### config.mk
export PLATFORM = sky130hd
export DESIGN_NAME = gamepad_scan_scheduler
export DESIGN_NICKNAME = d
export VERILOG_FILES = /design/src/rtl/gamepad_pkg.sv /design/src/rtl/gamepad_evt_arbiter.sv /design/src/rtl/gamepad_scan_scheduler.sv
export SDC_FILE = /design/constraint.sdc
export NUM_CORES = 1
export LEC_CHECK = 0
export ABC_AREA = 0
export BUFFER_PORTS_ARGS = -buffer_cell sky130_fd_sc_hd__buf_2
export CORE_MARGIN = 2
export CORE_UTILIZATION = 35
export DETAILED_ROUTE_END_ITERATION = 6
export SYNTH_ARGS = -nofsm -noshare
export SYNTH_HDL_FRONTEND = slang
export SYNTH_SLANG_ARGS = --single-unit
### constraint.sdc
create_clock -name clk -period 9.3 [get_ports clk]
set_clock_uncertainty 0.2 [all_clocks]
set_input_delay 1.395 -clock clk [delete_from_list [all_inputs] [get_ports clk]]
set_output_delay 1.395 -clock clk [all_outputs]
set_load 0.1 [all_outputs]
### src/rtl/gamepad_pkg.sv
// Shared constants for the two-player DB9 gamepad scan scheduler: button and
// pin indices, scheduler state encoding and the per-phase sampling helper.
package gamepad_pkg;

    localparam int NUM_BUTTONS = 12;
    localparam int BTN_IDX_W   = $clog2(NUM_BUTTONS);
    localparam int NUM_PINS    = 6;
    localparam int NUM_PHASES  = 8;

    localparam int BTN_UP    = 0;
    localparam int BTN_DOWN  = 1;
    localparam int BTN_LEFT  = 2;
    localparam int BTN_RIGHT = 3;
    localparam int BTN_A     = 4;
    localparam int BTN_B     = 5;
    localparam int BTN_C     = 6;
    localparam int BTN_X     = 7;
    localparam int BTN_Y     = 8;
    localparam int BTN_Z     = 9;
    localparam int BTN_START = 10;
    localparam int BTN_MODE  = 11;

    localparam int PIN_1 = 0;
    localparam int PIN_2 = 1;
    localparam int PIN_3 = 2;
    localparam int PIN_4 = 3;
    localparam int PIN_6 = 4;
    localparam int PIN_9 = 5;

    typedef enum logic [1:0] {
        ST_IDLE    = 2'd0,
        ST_SCAN_P0 = 2'd1,
        ST_SCAN_P1 = 2'd2
    } scan_state_e;

    // Merge the active-low pins seen in one select phase into the shadow word.
    function automatic logic [NUM_BUTTONS-1:0] sample_phase(
        input logic [2:0]             phase,
        input logic [NUM_PINS-1:0]    pins,
        input logic [NUM_BUTTONS-1:0] shadow
    );
        logic [NUM_BUTTONS-1:0] s;
        s = shadow;
        case (phase)
            3'd1: begin
                s[BTN_A]     = ~pins[PIN_6];
                s[BTN_START] = ~pins[PIN_9];
            end
            3'd2: begin
                s[BTN_UP]    = ~pins[PIN_1];
                s[BTN_DOWN]  = ~pins[PIN_2];
                s[BTN_LEFT]  = ~pins[PIN_3];
                s[BTN_RIGHT] = ~pins[PIN_4];
            end
            3'd4: begin
                s[BTN_B]     = ~pins[PIN_6];
                s[BTN_C]     = ~pins[PIN_9];
            end
            3'd6: begin
                s[BTN_Z]     = ~pins[PIN_1];
                s[BTN_Y]     = ~pins[PIN_2];
                s[BTN_X]     = ~pins[PIN_3];
                s[BTN_MODE]  = ~pins[PIN_4];
            end
            default: ;
        endcase
        return s;
    endfunction

endpackage

### src/rtl/gamepad_evt_arbiter.sv
// Per-player pending press masks with a round-robin, registered valid/ready
// event port; one single-button event is presented at a time.
module gamepad_evt_arbiter
    import gamepad_pkg::*;
(
    input  logic                   clk,
    input  logic                   rst,
    input  logic                   commit_p0_i,
    input  logic [NUM_BUTTONS-1:0] old_p0_i,
    input  logic [NUM_BUTTONS-1:0] new_p0_i,
    input  logic                   commit_p1_i,
    input  logic [NUM_BUTTONS-1:0] old_p1_i,
    input  logic [NUM_BUTTONS-1:0] new_p1_i,
    input  logic                   evt_ready_i,
    output logic                   evt_valid_o,
    output logic                   evt_player_o,
    output logic [BTN_IDX_W-1:0]   evt_button_o
);

    logic [NUM_BUTTONS-1:0] pend0_q, pend0_d;
    logic [NUM_BUTTONS-1:0] pend1_q, pend1_d;
    logic                   last_q, last_d;
    logic                   valid_q, valid_d;
    logic                   player_q, player_d;
    logic [BTN_IDX_W-1:0]   button_q, button_d;

    logic                   ack;
    logic                   hold;
    logic [NUM_BUTTONS-1:0] ack_mask;
    logic [NUM_BUTTONS-1:0] set0, set1;
    logic [NUM_BUTTONS-1:0] sel_mask;
    logic                   any0, any1, pick;
    logic [BTN_IDX_W-1:0]   sel_btn;

    always_comb begin
        ack      = valid_q && evt_ready_i;
        hold     = valid_q && !evt_ready_i;
        ack_mask = {{(NUM_BUTTONS-1){1'b0}}, 1'b1} << button_q;

        set0 = commit_p0_i ? (new_p0_i & ~old_p0_i) : '0;
        set1 = commit_p1_i ? (new_p1_i & ~old_p1_i) : '0;

        // A press detected in the same cycle as the acknowledge of that bit wins.
        pend0_d = ((ack && !player_q) ? (pend0_q & ~ack_mask) : pend0_q) | set0;
        pend1_d = ((ack &&  player_q) ? (pend1_q & ~ack_mask) : pend1_q) | set1;
        last_d  = ack ? player_q : last_q;

        any0 = |pend0_d;
        any1 = |pend1_d;
        pick = ~last_d;
        if (pick && !any1) begin
            pick = 1'b0;
        end else if (!pick && !any0) begin
            pick = 1'b1;
        end

        sel_mask = pick ? pend1_d : pend0_d;
        sel_btn  = '0;
        for (int i = NUM_BUTTONS - 1; i >= 0; i--) begin
            if (sel_mask[i]) begin
                sel_btn = BTN_IDX_W'(i);
            end
        end

        valid_d  = valid_q;
        player_d = player_q;
        button_d = button_q;
        if (!hold) begin
            valid_d  = any0 | any1;
            player_d = pick;
            button_d = sel_btn;
        end
    end

    always_ff @(posedge clk) begin
        if (rst) begin
            pend0_q  <= '0;
            pend1_q  <= '0;
            last_q   <= 1'b1;
            valid_q  <= 1'b0;
            player_q <= 1'b0;
            button_q <= '0;
        end else begin
            pend0_q  <= pend0_d;
            pend1_q  <= pend1_d;
            last_q   <= last_d;
            valid_q  <= valid_d;
            player_q <= player_d;
            button_q <= button_d;
        end
    end

    assign evt_valid_o  = valid_q;
    assign evt_player_o = player_q;
    assign evt_button_o = button_q;

endmodule

### src/rtl/gamepad_scan_scheduler.sv
// Two-player DB9 scan scheduler: shared phase sequencer, period timer, sampling
// and atomic commit. Optional commit debounce via `GAMEPAD_DEBOUNCE_EN.
module gamepad_scan_scheduler
    import gamepad_pkg::*;
#(
    parameter int PHASE_CYCLES = 1000,
    parameter int SCAN_PERIOD  = 833333
) (
    input  logic                   clk,
    input  logic                   rst,
    input  logic [NUM_PINS-1:0]    pins_p0,
    input  logic [NUM_PINS-1:0]    pins_p1,
    output logic                   select_p0,
    output logic                   select_p1,
    input  logic                   scan_req,
    output logic                   busy,
    output logic [NUM_BUTTONS-1:0] buttons_p0,
    output logic [NUM_BUTTONS-1:0] buttons_p1,
    output logic                   evt_valid,
    input  logic                   evt_ready,
    output logic                   evt_player,
    output logic [BTN_IDX_W-1:0]   evt_button
);

    localparam int PH_W  = (PHASE_CYCLES > 1) ? $clog2(PHASE_CYCLES) : 1;
    localparam int PER_W = $clog2(SCAN_PERIOD);
    localparam logic [PH_W-1:0]  PH_LAST  = PH_W'(PHASE_CYCLES - 1);
    localparam logic [PER_W-1:0] PER_LAST = PER_W'(SCAN_PERIOD - 1);
    localparam logic [2:0]       PHASE_LAST = 3'(NUM_PHASES - 1);

    scan_state_e            state_q, state_d;
    logic [2:0]             phase_q, phase_d;
    logic [PH_W-1:0]        pcnt_q, pcnt_d;
    logic [PER_W-1:0]       per_q, per_d;
    logic                   pend_q, pend_d;
    logic [NUM_BUTTONS-1:0] sh0_q, sh0_d;
    logic [NUM_BUTTONS-1:0] sh1_q, sh1_d;
    logic [NUM_BUTTONS-1:0] btn0_q, btn0_d;
    logic [NUM_BUTTONS-1:0] btn1_q, btn1_d;
    logic [NUM_BUTTONS-1:0] new0, new1;
    logic                   commit0, commit1;
    logic                   period_hit, start, phase_last;

`ifdef GAMEPAD_DEBOUNCE_EN
    logic [NUM_BUTTONS-1:0] raw0_q, raw1_q;
    logic [NUM_BUTTONS-1:0] stable0, stable1;

    // A bit may only move when this scan agrees with the previous raw scan.
    always_comb begin
        stable0 = ~(sh0_q ^ raw0_q);
        stable1 = ~(sh1_q ^ raw1_q);
        new0    = (sh0_q & stable0) | (btn0_q & ~stable0);
        new1    = (sh1_q & stable1) | (btn1_q & ~stable1);
    end

    always_ff @(posedge clk) begin
        if (rst) begin
            raw0_q <= '0;
            raw1_q <= '0;
        end else begin
            if (commit0) begin
                raw0_q <= sh0_q;
            end
            if (commit1) begin
                raw1_q <= sh1_q;
            end
        end
    end
`else
    always_comb begin
        new0 = sh0_q;
        new1 = sh1_q;
    end
`endif

    always_comb begin
        state_d = state_q;
        phase_d = phase_q;
        pcnt_d  = pcnt_q;
        pend_d  = pend_q;
        sh0_d   = sh0_q;
        sh1_d   = sh1_q;
        commit0 = 1'b0;
        commit1 = 1'b0;

        period_hit = (per_q == PER_LAST);
        per_d      = period_hit ? '0 : per_q + 1'b1;
        start      = period_hit | scan_req;
        phase_last = (pcnt_q == PH_LAST);

        case (state_q)
            ST_IDLE: begin
                if (start || pend_q) begin
                    state_d = ST_SCAN_P0;
                    phase_d = '0;
                    pcnt_d  = '0;
                    pend_d  = 1'b0;
                end
            end
            ST_SCAN_P0, ST_SCAN_P1: begin
                // Starts during a scan collapse into a single follow-up scan.
                if (start) begin
                    pend_d = 1'b1;
                end
                if (phase_last) begin
                    pcnt_d  = '0;
                    phase_d = phase_q + 1'b1;
                    if (state_q == ST_SCAN_P0) begin
                        sh0_d = sample_phase(phase_q, pins_p0, sh0_q);
                    end else begin
                        sh1_d = sample_phase(phase_q, pins_p1, sh1_q);
                    end
                    if (phase_q == PHASE_LAST) begin
                        if (state_q == ST_SCAN_P0) begin
                            commit0 = 1'b1;
                            state_d = ST_SCAN_P1;
                        end else begin
                            commit1 = 1'b1;
                            state_d = ST_IDLE;
                        end
                    end
                end else begin
                    pcnt_d = pcnt_q + 1'b1;
                end
            end
            default: begin
                state_d = ST_IDLE;
            end
        endcase

        btn0_d = commit0 ? new0 : btn0_q;
        btn1_d = commit1 ? new1 : btn1_q;
    end

    always_ff @(posedge clk) begin
        if (rst) begin
            state_q <= ST_IDLE;
            phase_q <= '0;
            pcnt_q  <= '0;
            per_q   <= '0;
            pend_q  <= 1'b0;
            sh0_q   <= '0;
            sh1_q   <= '0;
            btn0_q  <= '0;
            btn1_q  <= '0;
        end else begin
            state_q <= state_d;
            phase_q <= phase_d;
            pcnt_q  <= pcnt_d;
            per_q   <= per_d;
            pend_q  <= pend_d;
            sh0_q   <= sh0_d;
            sh1_q   <= sh1_d;
            btn0_q  <= btn0_d;
            btn1_q  <= btn1_d;
        end
    end

    assign select_p0  = (state_q == ST_SCAN_P0) ? ~phase_q[0] : 1'b1;
    assign select_p1  = (state_q == ST_SCAN_P1) ? ~phase_q[0] : 1'b1;
    assign busy       = (state_q != ST_IDLE);
    assign buttons_p0 = btn0_q;
    assign buttons_p1 = btn1_q;

    gamepad_evt_arbiter u_arb (
        .clk          (clk),
        .rst          (rst),
        .commit_p0_i  (commit0),
        .old_p0_i     (btn0_q),
        .new_p0_i     (new0),
        .commit_p1_i  (commit1),
        .old_p1_i     (btn1_q),
        .new_p1_i     (new1),
        .evt_ready_i  (evt_ready),
        .evt_valid_o  (evt_valid),
        .evt_player_o (evt_player),
        .evt_button_o (evt_button)
    );

endmodule

Word level (Yosys, flattened, before mapping)

Cells that the tools add are included.

Flip-flop bits (word level): 115
Input port bits: 16
Output and inout bits: 33
Logic and storage cells: 138

Add/sub/neg operators: 3
Eq/ne operators: 13
Shifts and indexed selects: 1
Multiplexer cells: 44
Bitwise operators: 26
Reduce and logical (&&, ||, !) cells: 30

Operator list:

| operator                | count |
|---|---|
| $mux W12                | 5 |
| $and A12 B12 Y12        | 4 |
| $mux W4                 | 12 |
| $not A12 Y12            | 3 |
| $reduce_and A4 Y1       | 8 |
| $or A12 B12 Y12         | 2 |
| $reduce_or A12 Y1       | 2 |
| $add A20 B1 Y20 const B | 1 |
| $eq A20 B20 Y1 const B  | 1 |
| $mux W10                | 2 |
| $pmux W10 S2            | 1 |
| $mux W1                 | 15 |
| $not A1 Y1              | 15 |
| $shl A1 B4 Y12 const A  | 1 |
| $add A10 B1 Y10 const B | 1 |
| $eq A10 B10 Y1 const B  | 1 |
| $eq A3 B3 Y1 const B    | 3 |
| $reduce_and A3 Y1       | 3 |
| $mux W2                 | 4 |
| $ne A2 B2 Y1 const B    | 4 |
| $logic_and A1 B1 Y1     | 6 |
| $mux W3                 | 2 |
| $pmux W3 S2             | 1 |
| $logic_not A1 Y1        | 4 |
| 13 further kinds        | 16 |

Logic depth before layout (Yosys ltp)

Depth after elaboration: 25
Mapped depth: 12
Depth with buffers taken out: 10

Modules after synthesis

From an unflattened synthesis, not the netlist that was laid out.

Cell total of the unflattened synthesis: 609
Area total of the unflattened synthesis: 5537.8 µm²

By module, submodules not included:

| module                 | times used | cells an instance | area an instance (µm²) | sequential area each (µm²) |
|---|---|---|---|---|
| gamepad_scan_scheduler | 1          | 385               | 3572.2                 | 1681.6 |
| gamepad_evt_arbiter    | 1          | 224               | 1965.6                 | 620.6 |

Worst setup path before layout

Ideal clock, no wire load.

Path type: input-to-reg
Start point: input port evt_ready
End point: register u_arb.button_q[0] (netlist: u_arb.evt_button_o[0])
Library setup time: 101 ps
Data arrival time: 3517 ps
Required time: 8999 ps
Setup slack: 5482 ps
Stages: 9
Cells stage by stage: buf_4 -> or3b_4 -> or2_4 -> o32ai_1 -> and3_1 -> nand4_1 -> o21ai_2 -> mux2_1 -> o41ai_1

Longest elaborated chain between the ends: 22

Ends and longest elaborated chain:

| what                   | RTL line                     | text |
|---|---|---|
| start: declaration     | gamepad_scan_scheduler.sv:20 | `input logic evt_ready,` |
| $logic_and A1 B1 Y1    | gamepad_evt_arbiter.sv:36    | `ack = valid_q && evt_ready_i;` |
| $logic_and A1 B1 Y1    | gamepad_evt_arbiter.sv:44    | `pend0_d = ((ack && !player_q) ? (pend0_q & ~ack_mask) : pend0_q) \| set0;` |
| $mux W12               | gamepad_evt_arbiter.sv:44    |  |
| $or A12 B12 Y12        | gamepad_evt_arbiter.sv:44    |  |
| $reduce_or A12 Y1      | gamepad_evt_arbiter.sv:48    | `any0 = \|pend0_d;` |
| $logic_not A1 Y1       | gamepad_evt_arbiter.sv:53    | `end else if (!pick && !any0) begin` |
| $logic_and A1 B1 Y1    | gamepad_evt_arbiter.sv:53    |  |
| $mux W1                | gamepad_evt_arbiter.sv:53    |  |
| $mux W1                | gamepad_evt_arbiter.sv:51    | `if (pick && !any1) begin` |
| $mux W12               | gamepad_evt_arbiter.sv:57    | `sel_mask = pick ? pend1_d : pend0_d;` |
| $mux W4 (12 in series) | gamepad_evt_arbiter.sv:60    | `if (sel_mask[i]) begin` |
| end signal: assignment | gamepad_evt_arbiter.sv:89    | `button_q <= button_d;` |
| end: declaration       | gamepad_evt_arbiter.sv:25    | `logic [BTN_IDX_W-1:0] button_q, button_d;` |

Several ways; a longest one is shown, not always the timed one.
A chain may end at the register's enable or synchronous reset.

Worst setup path after layout

Start point: register state_q[0]
End point: register u_arb.button_q[0] (netlist: u_arb.evt_button_o[0])

Longest elaborated chain between the ends: 25

Ends and longest elaborated chain:

| what                     | RTL line                                                    | text |
|---|---|---|
| start: declaration       | gamepad_scan_scheduler.sv:31                                | `scan_state_e state_q, state_d;` |
| start signal: assignment | gamepad_scan_scheduler.sv:147                               | `state_q <= state_d;` |
| $eq A2 B1 Y1             | gamepad_scan_scheduler.sv:91, gamepad_scan_scheduler.sv:114 |  |
| $mux W1                  | gamepad_scan_scheduler.sv:114                               | `if (state_q == ST_SCAN_P0) begin` |
| $mux W1                  | gamepad_scan_scheduler.sv:113                               | `if (phase_q == PHASE_LAST) begin` |
| $mux W1                  | gamepad_scan_scheduler.sv:105                               | `if (phase_last) begin` |
| $mux W1                  | gamepad_scan_scheduler.sv:91                                | `case (state_q)` |
| $mux W12                 | gamepad_evt_arbiter.sv:40                                   | `set0 = commit_p0_i ? (new_p0_i & ~old_p0_i) : '0;` |
| $or A12 B12 Y12          | gamepad_evt_arbiter.sv:44                                   |  |
| $reduce_or A12 Y1        | gamepad_evt_arbiter.sv:48                                   |  |
| $logic_not A1 Y1         | gamepad_evt_arbiter.sv:53                                   |  |
| $logic_and A1 B1 Y1      | gamepad_evt_arbiter.sv:53                                   |  |
| $mux W1                  | gamepad_evt_arbiter.sv:53                                   |  |
| $mux W1                  | gamepad_evt_arbiter.sv:51                                   |  |
| $mux W12 (*)             | gamepad_evt_arbiter.sv:57                                   |  |
| $mux W4 (11 in series)   | gamepad_evt_arbiter.sv:60                                   |  |
| $mux W4 (*)              | gamepad_evt_arbiter.sv:60                                   |  |

Every way passes the cells marked *; elsewhere a longest branch is shown, timed or not.

==> flow_summary.ini <==
[run_status]
status = finished, final reports clean

[routing]
ant_nets = 0
wl_um = 13900
drt_iter0_drc = 364
wl_per_cell_um = 14.5
dr.pass1.iters = 5
via_per_inst = 5.07
drcViolationCount = 0
num_vias = 4871

[critical_path]
worstSetupStartpoint = state_q[0]$_SDFFE_PP0P_
crit_path_max_fanout = 24
cp-start-kind = register
worstSetupEndpointType = register
crit_type = reg -> reg
r2r_cells = 10
endpoint = u_arb.evt_button_o[0]$_SDFFE_PP0N_
r2r_slack_ns = 5.52
crit_arrival_ns = 3.89
required_ns = 9.41
reg2reg_to = u_arb.evt_button_o[0]$_SDFFE_PP0N_
reg2reg_from = state_q[0]$_SDFFE_PP0P_

[place]
io_buffers = 48
dp_slack_ns = 5.17
hpwlAfterDp_um = 9720
globalplace.congestion = 0.876

[pwr]
leakagePower_nw = 2.39
vdd_drop_max_mv = 0.133
p_int_w = 0.000964
power_density_nw_per_um2 = 193
combPwrFrac_pct = 9.3
switchingPower_w = 0.000310
power_frac_seq_pct = 40.0
clkPwrFrac_pct = 50.7
switching_share_pct = 24.3
power_w = 0.00127

[layout]
layout-drive-gt1-share_pct = 14.0
antenna_cells = 0
utilization_pct = 41.9
area_delta_synth_final_pct = 17.6
final_nets = 765
num-fill-cells = 1658

[clock_tree]
cts.sinks = 115
cts_buffers = 17
cts_buffer_depth = 2
cts_tree = yes
cts-htree-levels = 4
cts-root-buf = clkbuf_16
path_clk_slew_ns = 0.05
cts_setup_buffers = 0
ctsResizeCount = 0
hold_buffers = 0
insertion_delay_ns = 0.41

[synth]
yosysUniqueCellTypes = 67
synth_top_area_share_pct = 40.9
syn_area_um2 = 5620
seq_area_frac_synth_pct = 40.9
yosys_register_bits = 115
syn-instance-count = 695
synth.cells.most_frequent = dfxtp_1, nor2_1, nand2_1
synth.area.top_cells = dfxtp_1, nor2_1, nand2_1
synthArstFlopShare_pct = 0
synth_edf_count = 0
avgSynthCellArea_um2 = 8.09
yosysMostFrequentCell = dfxtp_1
syn-num-nets = 725
synth_top_area_cell = dfxtp_1
ys_warn_count = 0
ys.flop_type = dfxtp_1

[run]
drv_cap = 0

[sta]
maxSlewHeadroom_pct = 27.5
final_max_slew_viol_count = 0
hold_viol = 0
period_share_pct = 40.7
max_freq_mhz = 264
finalWorstSetupSlack_ns = 5.52
tightest_slew_ns = 1.08
rsz0062_at_grt = no
finalCriticalPeriod_ns = 3.78
setup_tns_ns = 0
setup_violations = 0

[die]
ioPinCount = 49
fp.dieH_um = 131
rows = 46
initial_core_util_pct = 35.7
core_um2 = 15800
dieArea_um2 = 17100
dieWidth_um = 131

[global_route]
grt_antenna_before_repair = 0
gr-total-overflow = 0
grt_start_max_net_pins = 88
grt_pass1_vias = 4617
grt_pass1_wl_um = 22900
grt_usage_pct = 17.1

[worst_hold_path]
worstHoldStart = buttons_p0[11]$_SDFFE_PP0P_
hold_path.class = reg -> reg
## critical path, cell delays in order (launching register included)
cell and delay, ns:
dfxtp_1 0.37, inv_1 0.11, ha_1 0.46, and4bb_2 0.36
nand3_1 0.67, o21ai_0 0.55, a21oi_1 0.09, a21oi_1 0.15
o21ai_0 0.11, mux2_1 0.32, o41ai_1 0.30
## metrics by stage
| step | hold slack, ns | cells | area [µm²] |
|---|---|---|---|
| after floorplan | 0.241 | 695 | 5620 |
| after global routing | 0.279 | 961 | 6610 |
| after CTS | 0.263 | 961 | 6610 |
| final | 0.261 | 961 | 6610 |
| after global placement | 0.255 | 932 | 6040 |
| after detailed placement | 0.257 | 932 | 6040 |
## worst min-delay path by stage
stage / to / depth (start not counted)
final: buttons_p0[11]$_SDFFE_PP0P_ / 2
after CTS: buttons_p0[11]$_SDFFE_PP0P_ / 2
after detailed placement: buttons_p0[11]$_SDFFE_PP0P_ / 2
after floorplan: buttons_p0[6]$_SDFFE_PP0P_ / 2
after global routing: buttons_p1[3]$_SDFFE_PP0P_ / 2
after global placement: buttons_p1[2]$_SDFFE_PP0P_ / 2
## final cells by class
| cell class | instances | area, µm² | share of cell area [%] |
|---|---|---|---|
| timing repair buffer | 51 | 263 | 3.97 |
| clock buffer | 23 | 468 | 7.08 |
| multi-input combinational | 534 | 3140 | 47.5 |
| tap | 216 | 270 | 4.09 |
| sequential | 115 | 2300 | 34.8 |
| clock inverter | 6 | 105 | 1.59 |
| inverter | 16 | 60.1 | 0.908 |
## power by group through the flow
stage	clock [W]	sequential (W)	combinational (W)
after detailed placement	0	0.000519	0.000119
after CTS	0.000658	0.000509	0.000120
after global routing	0.000678	0.000510	0.000132
final	0.000645	0.000509	0.000119
after global placement	0	0.000519	0.000118
after floorplan	0	0.000519	0.0000916
## layer usage
metal	share of wire, %	routed length [µm]	GRT usage (%)	up-vias
met4	1.7	242	6.26	0
met2	49	6860	29.4	92
met5	0	0	0	-
met3	3.4	472	4.19	18
li1	-	-	-	2519
met1	46	6360	20.9	2242
## cell families (layout without fill, tap and decap cells)
kind of cell | count (synthesis) | count (layout) | share of synthesized area, %
AOI/OAI and AO/OA | 155 | 155 | 17.3
and+or+nand+nor | 326 | 326 | 28.6
buffers and inverters | 46 | 96 | 3.31
xor gates and xnor gates | 24 | 24 | 3.74
DFF | 115 | 115 | 40.9
muxes | 15 | 15 | 2.96
adders and majority gates | 14 | 14 | 3.11
## flip-flops by register name, indices dropped and copies added (netlist names)
name,count
u_arb.last_q,1
new0,12
pend_q,1
u_arb.evt_button_o,4
per_q,20
pcnt_q,10
buttons_p1,12
u_arb.pend0_q,12
phase_q,3
u_arb.evt_player_o,1
u_arb.evt_valid_o,1
buttons_p0,12
new1,12
state_q,2
u_arb.pend1_q,12
## cell usage in the layout, fill, tap and decap left out, types with 5 or more instances in the layout
master,count
dfxtp_1,115
nor2_1,102
nand2_1,88
a21oi_1,55
buf_2,48
o21ai_0,31
nand3_1,21
nor2b_1,20
nand4_1,19
clkbuf_16,17
inv_1,16
xor2_1,16
a211oi_1,15
nand2b_1,15
ha_1,14
o31ai_1,9
mux2_2,8
xnor2_1,8
o21a_1,7
nor3_1,6
nor3b_1,6
or2_2,6
nor4_1,6
mux2i_1,5
or3_1,5
o31a_1,5
o32ai_1,5
Power figures use the tool's default switching activity.
